**config.mk**
```make
export PLATFORM = sky130hd
export DESIGN_NAME = seq_cla_adder
export DESIGN_NICKNAME = d
export VERILOG_FILES = /design/src/rtl/seq_cla_adder.sv
export SDC_FILE = /design/constraint.sdc
export NUM_CORES = 1
export LEC_CHECK = 0
export ABC_CLOCK_PERIOD_IN_PS = 11400
export CORE_MARGIN = 2
export CORE_UTILIZATION = 50
export DETAILED_ROUTE_END_ITERATION = 16
export MAX_ROUTING_LAYER = met4
export PLACE_DENSITY_LB_ADDON = 0.15
export SETUP_SLACK_MARGIN = 0.02
export SLEW_MARGIN = 20
export SYNTH_ARGS = -nofsm -noshare
export SYNTH_HDL_FRONTEND = slang
export SYNTH_HIERARCHICAL = 1
export SYNTH_SLANG_ARGS = --single-unit
```
**constraint.sdc**
```tcl
create_clock -name clk -period 11.4 [get_ports clk]
set_clock_uncertainty 0.1 [all_clocks]
set_input_delay 3.42 -clock clk [delete_from_list [all_inputs] [get_ports clk]]
set_output_delay 3.42 -clock clk [all_outputs]
set_load 0.01 [all_outputs]
```
**src/rtl/seq_cla_adder.sv**
```systemverilog
// Multi-cycle W-bit adder: streams 16-bit slices of two latched operands, LSB first,
// through a single 16-bit CLA and registers the inter-slice carry.

module cla16 (
    input  logic [15:0] a,
    input  logic [15:0] b,
    input  logic        c_in,
    output logic [15:0] sum,
    output logic        c_out
);
    logic [15:0] w_g;
    logic [15:0] w_p;
    logic [16:0] w_c;

    assign w_g    = a & b;
    assign w_p    = a ^ b;
    assign w_c[0] = c_in;

    // Four 4-bit lookahead groups; the group carry ripples into the next group.
    for (genvar grp = 0; grp < 4; grp++) begin : g_grp
        localparam int B = 4 * grp;
        assign w_c[B+1] = w_g[B] | (w_p[B] & w_c[B]);
        assign w_c[B+2] = w_g[B+1] | (w_p[B+1] & w_g[B]) | (w_p[B+1] & w_p[B] & w_c[B]);
        assign w_c[B+3] = w_g[B+2] | (w_p[B+2] & w_g[B+1]) | (w_p[B+2] & w_p[B+1] & w_g[B])
                        | (w_p[B+2] & w_p[B+1] & w_p[B] & w_c[B]);
        assign w_c[B+4] = w_g[B+3] | (w_p[B+3] & w_g[B+2]) | (w_p[B+3] & w_p[B+2] & w_g[B+1])
                        | (w_p[B+3] & w_p[B+2] & w_p[B+1] & w_g[B])
                        | (w_p[B+3] & w_p[B+2] & w_p[B+1] & w_p[B] & w_c[B]);
    end

    assign sum   = w_p ^ w_c[15:0];
    assign c_out = w_c[16];
endmodule

module seq_cla_adder #(
    parameter int NSLICE = 4
) (
    input  logic                 clk,
    input  logic                 rst,
    input  logic                 start,
    input  logic [16*NSLICE-1:0] a,
    input  logic [16*NSLICE-1:0] b,
    input  logic                 c_in,
    output logic                 busy,
    output logic                 done,
    output logic [16*NSLICE-1:0] sum,
    output logic                 c_out,
    output logic                 overflow
);
    localparam int W  = 16 * NSLICE;
    localparam int IW = (NSLICE > 1) ? $clog2(NSLICE) : 1;

    typedef enum logic [1:0] {
        S_IDLE,
        S_RUN,
        S_DONE
    } state_t;

    state_t         r_state;
    logic [IW-1:0]  r_idx;
    logic           r_carry;
    logic [W-1:0]   r_a;
    logic [W-1:0]   r_b;
    logic [W-1:0]   r_sum;
    logic           r_busy;
    logic           r_done;
    logic           r_c_out;
    logic           r_overflow;

    logic [15:0]    w_cla_sum;
    logic           w_cla_c_out;

    cla16 u_cla (
        .a     (r_a[16*r_idx +: 16]),
        .b     (r_b[16*r_idx +: 16]),
        .c_in  (r_carry),
        .sum   (w_cla_sum),
        .c_out (w_cla_c_out)
    );

    // NOTE: every state register uses <= so all updates see pre-edge values.
    always_ff @(posedge clk or posedge rst) begin
        if (rst) begin
            r_state    <= S_IDLE;
            r_idx      <= '0;
            r_carry    <= 1'b0;
            r_a        <= '0;
            r_b        <= '0;
            r_sum      <= '0;
            r_busy     <= 1'b0;
            r_done     <= 1'b0;
            r_c_out    <= 1'b0;
            r_overflow <= 1'b0;
        end else begin
            case (r_state)
                S_IDLE: begin
                    if (start) begin
                        r_a     <= a;
                        r_b     <= b;
                        r_carry <= c_in;
                        r_idx   <= '0;
                        r_sum   <= '0;
                        r_busy  <= 1'b1;
                        r_state <= S_RUN;
                    end
                end
                S_RUN: begin
                    r_sum[16*r_idx +: 16] <= w_cla_sum;
                    r_carry               <= w_cla_c_out;
                    r_idx                 <= r_idx + IW'(1);
                    if (r_idx == IW'(NSLICE - 1)) begin
                        // Top slice: the fresh slice MSB is the result sign bit.
                        r_c_out    <= w_cla_c_out;
                        r_overflow <= (r_a[W-1] == r_b[W-1]) && (w_cla_sum[15] != r_a[W-1]);
                        r_busy     <= 1'b0;
                        r_done     <= 1'b1;
                        r_state    <= S_DONE;
                    end
                end
                S_DONE: begin
                    r_done  <= 1'b0;
                    r_state <= S_IDLE;
                end
                default: r_state <= S_IDLE;
            endcase
        end
    end

    assign busy     = r_busy;
    assign done     = r_done;
    assign sum      = r_sum;
    assign c_out    = r_c_out;
    assign overflow = r_overflow;
endmodule

```
### Yosys cells after proc, flatten, opt, wreduce, memory -nomap -nowiden

Index checks and enable logic that the tools add are counted.

* output and inout port bits: 68
* register bits after elaboration: 201
* input bits: 132
* logic and storage cells: 155

* bitwise gates (word level): 107
* shift operators: 4
* add/subtract/negate cells: 2
* equal/unequal tests: 7
* mux-type cells: 15
* reduce and logical (&&, ||, !) cells: 10

Operator list (number)
* one-hot mux 64 bit (2 select lines): 1
* variable part select 64 x 7 -> 16 bit: 2
* AND 1 bit: 64
* bitwise mux 64 bit: 1
* 2-to-1 mux 64 bit: 1
* variable shift 16 x 34 -> 64 bit, first input constant: 1
* variable part select 16 x 34 -> 64 bit: 1
* OR 1 bit: 40
* negator 6 -> 34 bit: 1
* XOR 16 bit: 2
* AND 16 bit: 1
* AND reduction 2 bit: 5
* one-hot mux 2 bit (2 select lines): 2
* 2-to-1 mux 2 bit: 3
* one-hot mux 1 bit (2 select lines): 3
* equality test 2 bit, second input constant: 2
* 2-to-1 mux 1 bit: 4
* inequality test 2 bit, second input constant: 2
* nonzero test 2 bit: 2
* AND reduction 3 bit: 1
* adder 2 x 1 -> 2 bit, second input constant: 1
* equality test 2 x 1 -> 1 bit, second input constant: 1
* logical NOT 2 bit: 1
* equality test 1 bit: 1
* other kinds (2): 2

### Longest topological paths before layout

* depth after elaboration: 17
* mapped depth: 12
* mapped depth without buffers: 10

### Hierarchy

The synthesis kept the hierarchy.

By module, submodules not included
* seq_cla_adder: area an instance 8334.2 sq um, cells each 506, instances 1, seq. area each 5029.8 sq um
* cla16: area an instance 785.8 sq um, cells each 98, instances 1, seq. area each 0.0 sq um

### Worst setup path after synthesis

OpenSTA, ideal clock, no wires.

* path type: input to register
* start: input port start
* end: register r_b[0]
* slack: 6.793 ns
* arrival time: 4.382 ns
* path buffers: 2
* stages on the path: 5
* data required time: 11.175 ns
* setup time: 0.125 ns
* cell sequence: nand2b_1 nor2_1 buf_2 buf_4 mux2_2

* longest elaborated chain between the ends: 1

RTL lines
* from (decl): line 40 `input logic start,`
* AND reduction 2 bit (no line)
* to (signal assigned): line 88 `r_b <= '0;`
* to (signal assigned): line 99 `r_b <= b;`
* to (decl): line 63 `logic [W-1:0] r_b;`

Every way passes these cells.
A chain may end at the register's enable or synchronous reset.

### Worst setup path in the final report

* start: input port start
* end: register r_b[1]

The elaborated chain is that of the path after synthesis.

==> results by group <==
Outcome
  – Outcome: completed

Critical path
  – Slowest cell on crit path: buf_4
  – Worst Path Max Fanout: 71
  – Required time of the critical path: between 10000 and 15000 ps
  – CP cell instances: clkdlybuf4s50_1 -> nand2b_1 -> nor2_4 -> buf_4 -> buf_4 -> mux2_2
  – Worst path max stage delay: between 800 and 900 ps
  – Critical Path AT: a little over 6000 ps
  – Critical path class: in -> reg
  – Crit end category: flip-flop
  – Crit path launch type: input pin
  – CP dominant cell by count: buf_4

Min path
  – HP Class: reg -> reg

Power
  – Leak pwr: 5.03 nW
  – VDD IR-drop max: 201 uV
  – P per Cell Area: 358 nW/um2
  – Final Power: roughly 4.3 mW

Routing
  – Drt first pass iters: 4
  – Antenna viol nets, final: 0
  – Via count: a little under 6000
  – Drt initial violations: 269
  – Post-Route WL: ~21 mm
  – Post-DR wirelength/cell: roughly 20 um
  – DRC viols: 0
  – Vias per inst: ~5.7

Final layout
  – FILL cells: approximately 1300
  – Layout cells sized above 1: around a quarter
  – Area growth from synthesis to layout: 30.4%
  – Post-route design area: 11900 um2
  – Nets: around 960
  – Final Core Density: 66.4%
  – Finished Layout Cells: 1041
  – N_diodes: 0
  – Register area: approximately 5000 um2
  – Area of the multi-input gates: ~3900 um2

Clocking
  – Clock Latency Late Sink: slightly below 500 ps
  – Clock root buffer: clkbuf_16
  – Reg clk slew, reported paths: ~60 ps
  – Setup Buffers After CTS: 0
  – Max clock buf depth: 3
  – Num Clock Sinks: between 200 and 250
  – Post-CTS resize count: 0
  – # hold bufs at CTS: 0
  – CTS tree: yes
  – H-tree Lvls: 1
  – Num CTS Buffers: 21

Die
  – Initial core utilization: between 50% and 60%
  – Die area: ~19000 um2
  – Core Area: 17900 um2
  – Die span in x: between 100 and 150 um
  – Row count: 49
  – Die Y-Extent: roughly 140 um
  – I/O pin cnt: 200

Synthesis
  – Number of cells produced by synthesis: between 600 and 700
  – Mapped cell area: 9120 um2
  – Top FF cell, synth: dfrtp_1
  – Top cell type's share of synthesized area: around 55%
  – Synth area leader: dfrtp_1
  – Syn Area/Cell: 15.1 um2
  – Adder-cell share of the synthesized area: between 3 and 4%
  – Seq/Total Area, Yosys: between 50% and 60%
  – Synth warnings: 6
  – Post-synthesis compound-gate area fraction: between 10 and 15%
  – Synth Area in XOR/XNOR: less than 1%
  – Mapped Nets: about 760
  – Unique masters post-synth: 50
  – Mux share of post-synthesis cell area: a little under a quarter
  – Post-synth top cells: dfrtp_1 (201), mux2_2 (130), a22o_1 (64), mux4_2 (32), ha_1 (22)
  – Most frequent cell after synthesis: dfrtp_1
  – Largest family of logic cells by synthesized area: multiplexers
  – Async SR Flop Fraction: 100%
  – Top post-synthesis cells by area: dfrtp_1 (55%), mux2_2 (16%), mux4_2 (7.9%), a22o_1 (6.1%), ha_1 (3.0%)
  – EDFF count, synth: 0
  – Synth Area in Simple Gates: 3.59%
  – Yosys reg bits: ~200

STA
  – Measured slew at the worst slew-check pin: around 1000 ps
  – RSZ-0062 raised after global routing: false
  – Max-slew headroom: between 30% and 40%
  – Final worst setup slack: around 5500 ps
  – Worst Hold Margin: around 400 ps
  – Fin crit period: roughly 5900 ps
  – Final hold violation count: 0
  – # setup viols final: 0
  – Number of max-slew violations in the final report: 0
  – Part of the cycle the worst path needs: 51.4%
  – Fin Setup TNS: 0 ps
  – Max Clk Rate: approximately 0.17 GHz

Placement
  – Placed Cells: roughly 1000
  – Detailed placement HPWL: approximately 16 mm
  – Pre-CTS setup slack: around 5100 ps
  – Area after DPL: roughly 11000 um2
  – PortBufs: 199
  – Final GP Congestion: 0.851

Global route
  – Number of global-route vias before repair: 6146
  – Total GRT Usage: a little under a quarter
  – Maximum number of pins on one net before global-route repair: approximately 140
  – Initial antenna violation count: 0
  – Global-route wire length before repair: ~34 mm
  – Residual overflow from global routing: 0

Flow run
  – Number of max-cap violations: 0
-- metal layers --
layer / track usage [%] / up-vias / wire, um
li1: - / 2665 / -
met1: 30.7 / 3021 / 9110
met2: 37.6 / 196 / 10600
met3: 4.39 / 30 / 1270
met4: 5.32 / 0 / 472
met5: - / - / 0
-- area by class of cell --
class / instances / area share (%)
timing repair buffer: 204 / 17.1
clock buffer: 30 / 4.95
sequential: 201 / 42.3
clock inverter: 6 / 0.284
multi-input combinational: 360 / 32.6
inverter: 11 / 0.410
tap: 229 / 2.41
-- flip-flops by register name, indices dropped and copies added (netlist names) --
signal,flops
busy,1
c_out,1
done,1
overflow,1
r_a,64
r_b,64
r_carry,1
r_idx,2
r_state,2
sum,64
-- where the power goes --
part / internal (mW) / switching, mW
clock: 0.359 / 0.264
sequential: 1.04 / 0.197
combinational: 1.11 / 1.29
-- cells by family (layout without fill, tap and decap cells) --
kind of cell / after synthesis / in the layout
multiplexers: 162 / 162
adder cells (fa/ha/maj): 26 / 26
buffers and inverters: 43 / 251
flip-flops: 201 / 201
XOR/XNOR: 9 / 9
AND/OR/NAND/NOR: 51 / 51
AO/OA/AOI/OAI: 112 / 112
-- worst max-delay path: cells and delay by family --
| family | cells | cell delay (ps) |
|---|---|---|
| AND/OR/NAND/NOR | 2 | 290 |
| multiplexers | 1 | 410 |
| buffers and inverters | 3 | 1910 |
-- cells in the final DEF (no fill, tap or decap), types with 2 or more instances in the layout --
cell,count
dfrtp_2,2
clkbuf_16,21
nor2_1,9
nand3_1,3
clkbuf_8,3
a211oi_1,2
nand3b_1,2
ha_1,22
a21o_2,2
xor2_1,4
fa_1,4
o21ai_0,9
xnor2_1,5
nand2b_1,5
nor2b_1,2
clkdlybuf4s50_1,199
a21oi_1,7
mux2_2,130
nor4b_4,3
a22o_1,64
nand2_1,16
o21a_1,6
dfrtp_1,199
mux4_2,32
nor3_1,2
o21bai_1,2
buf_4,5
clkinv_2,5
inv_1,10
clkbuf_1,6
a21o_1,6
-- path summary, 6_finish.rpt --
check	startpoint	to	slack, ps	cells past startpoint
min reg2reg	busy	busy	400	1
max reg2reg	r_idx[0]	sum[13]	7180	10
max in group asynchronous	rst	r_idx[0]	6340	3
max	start	r_b[1]	5540	6
min in group asynchronous	rst	r_a[16]	3450	2
min	busy	busy	400	1
Note: power is estimated with default switching activity, not from simulation.
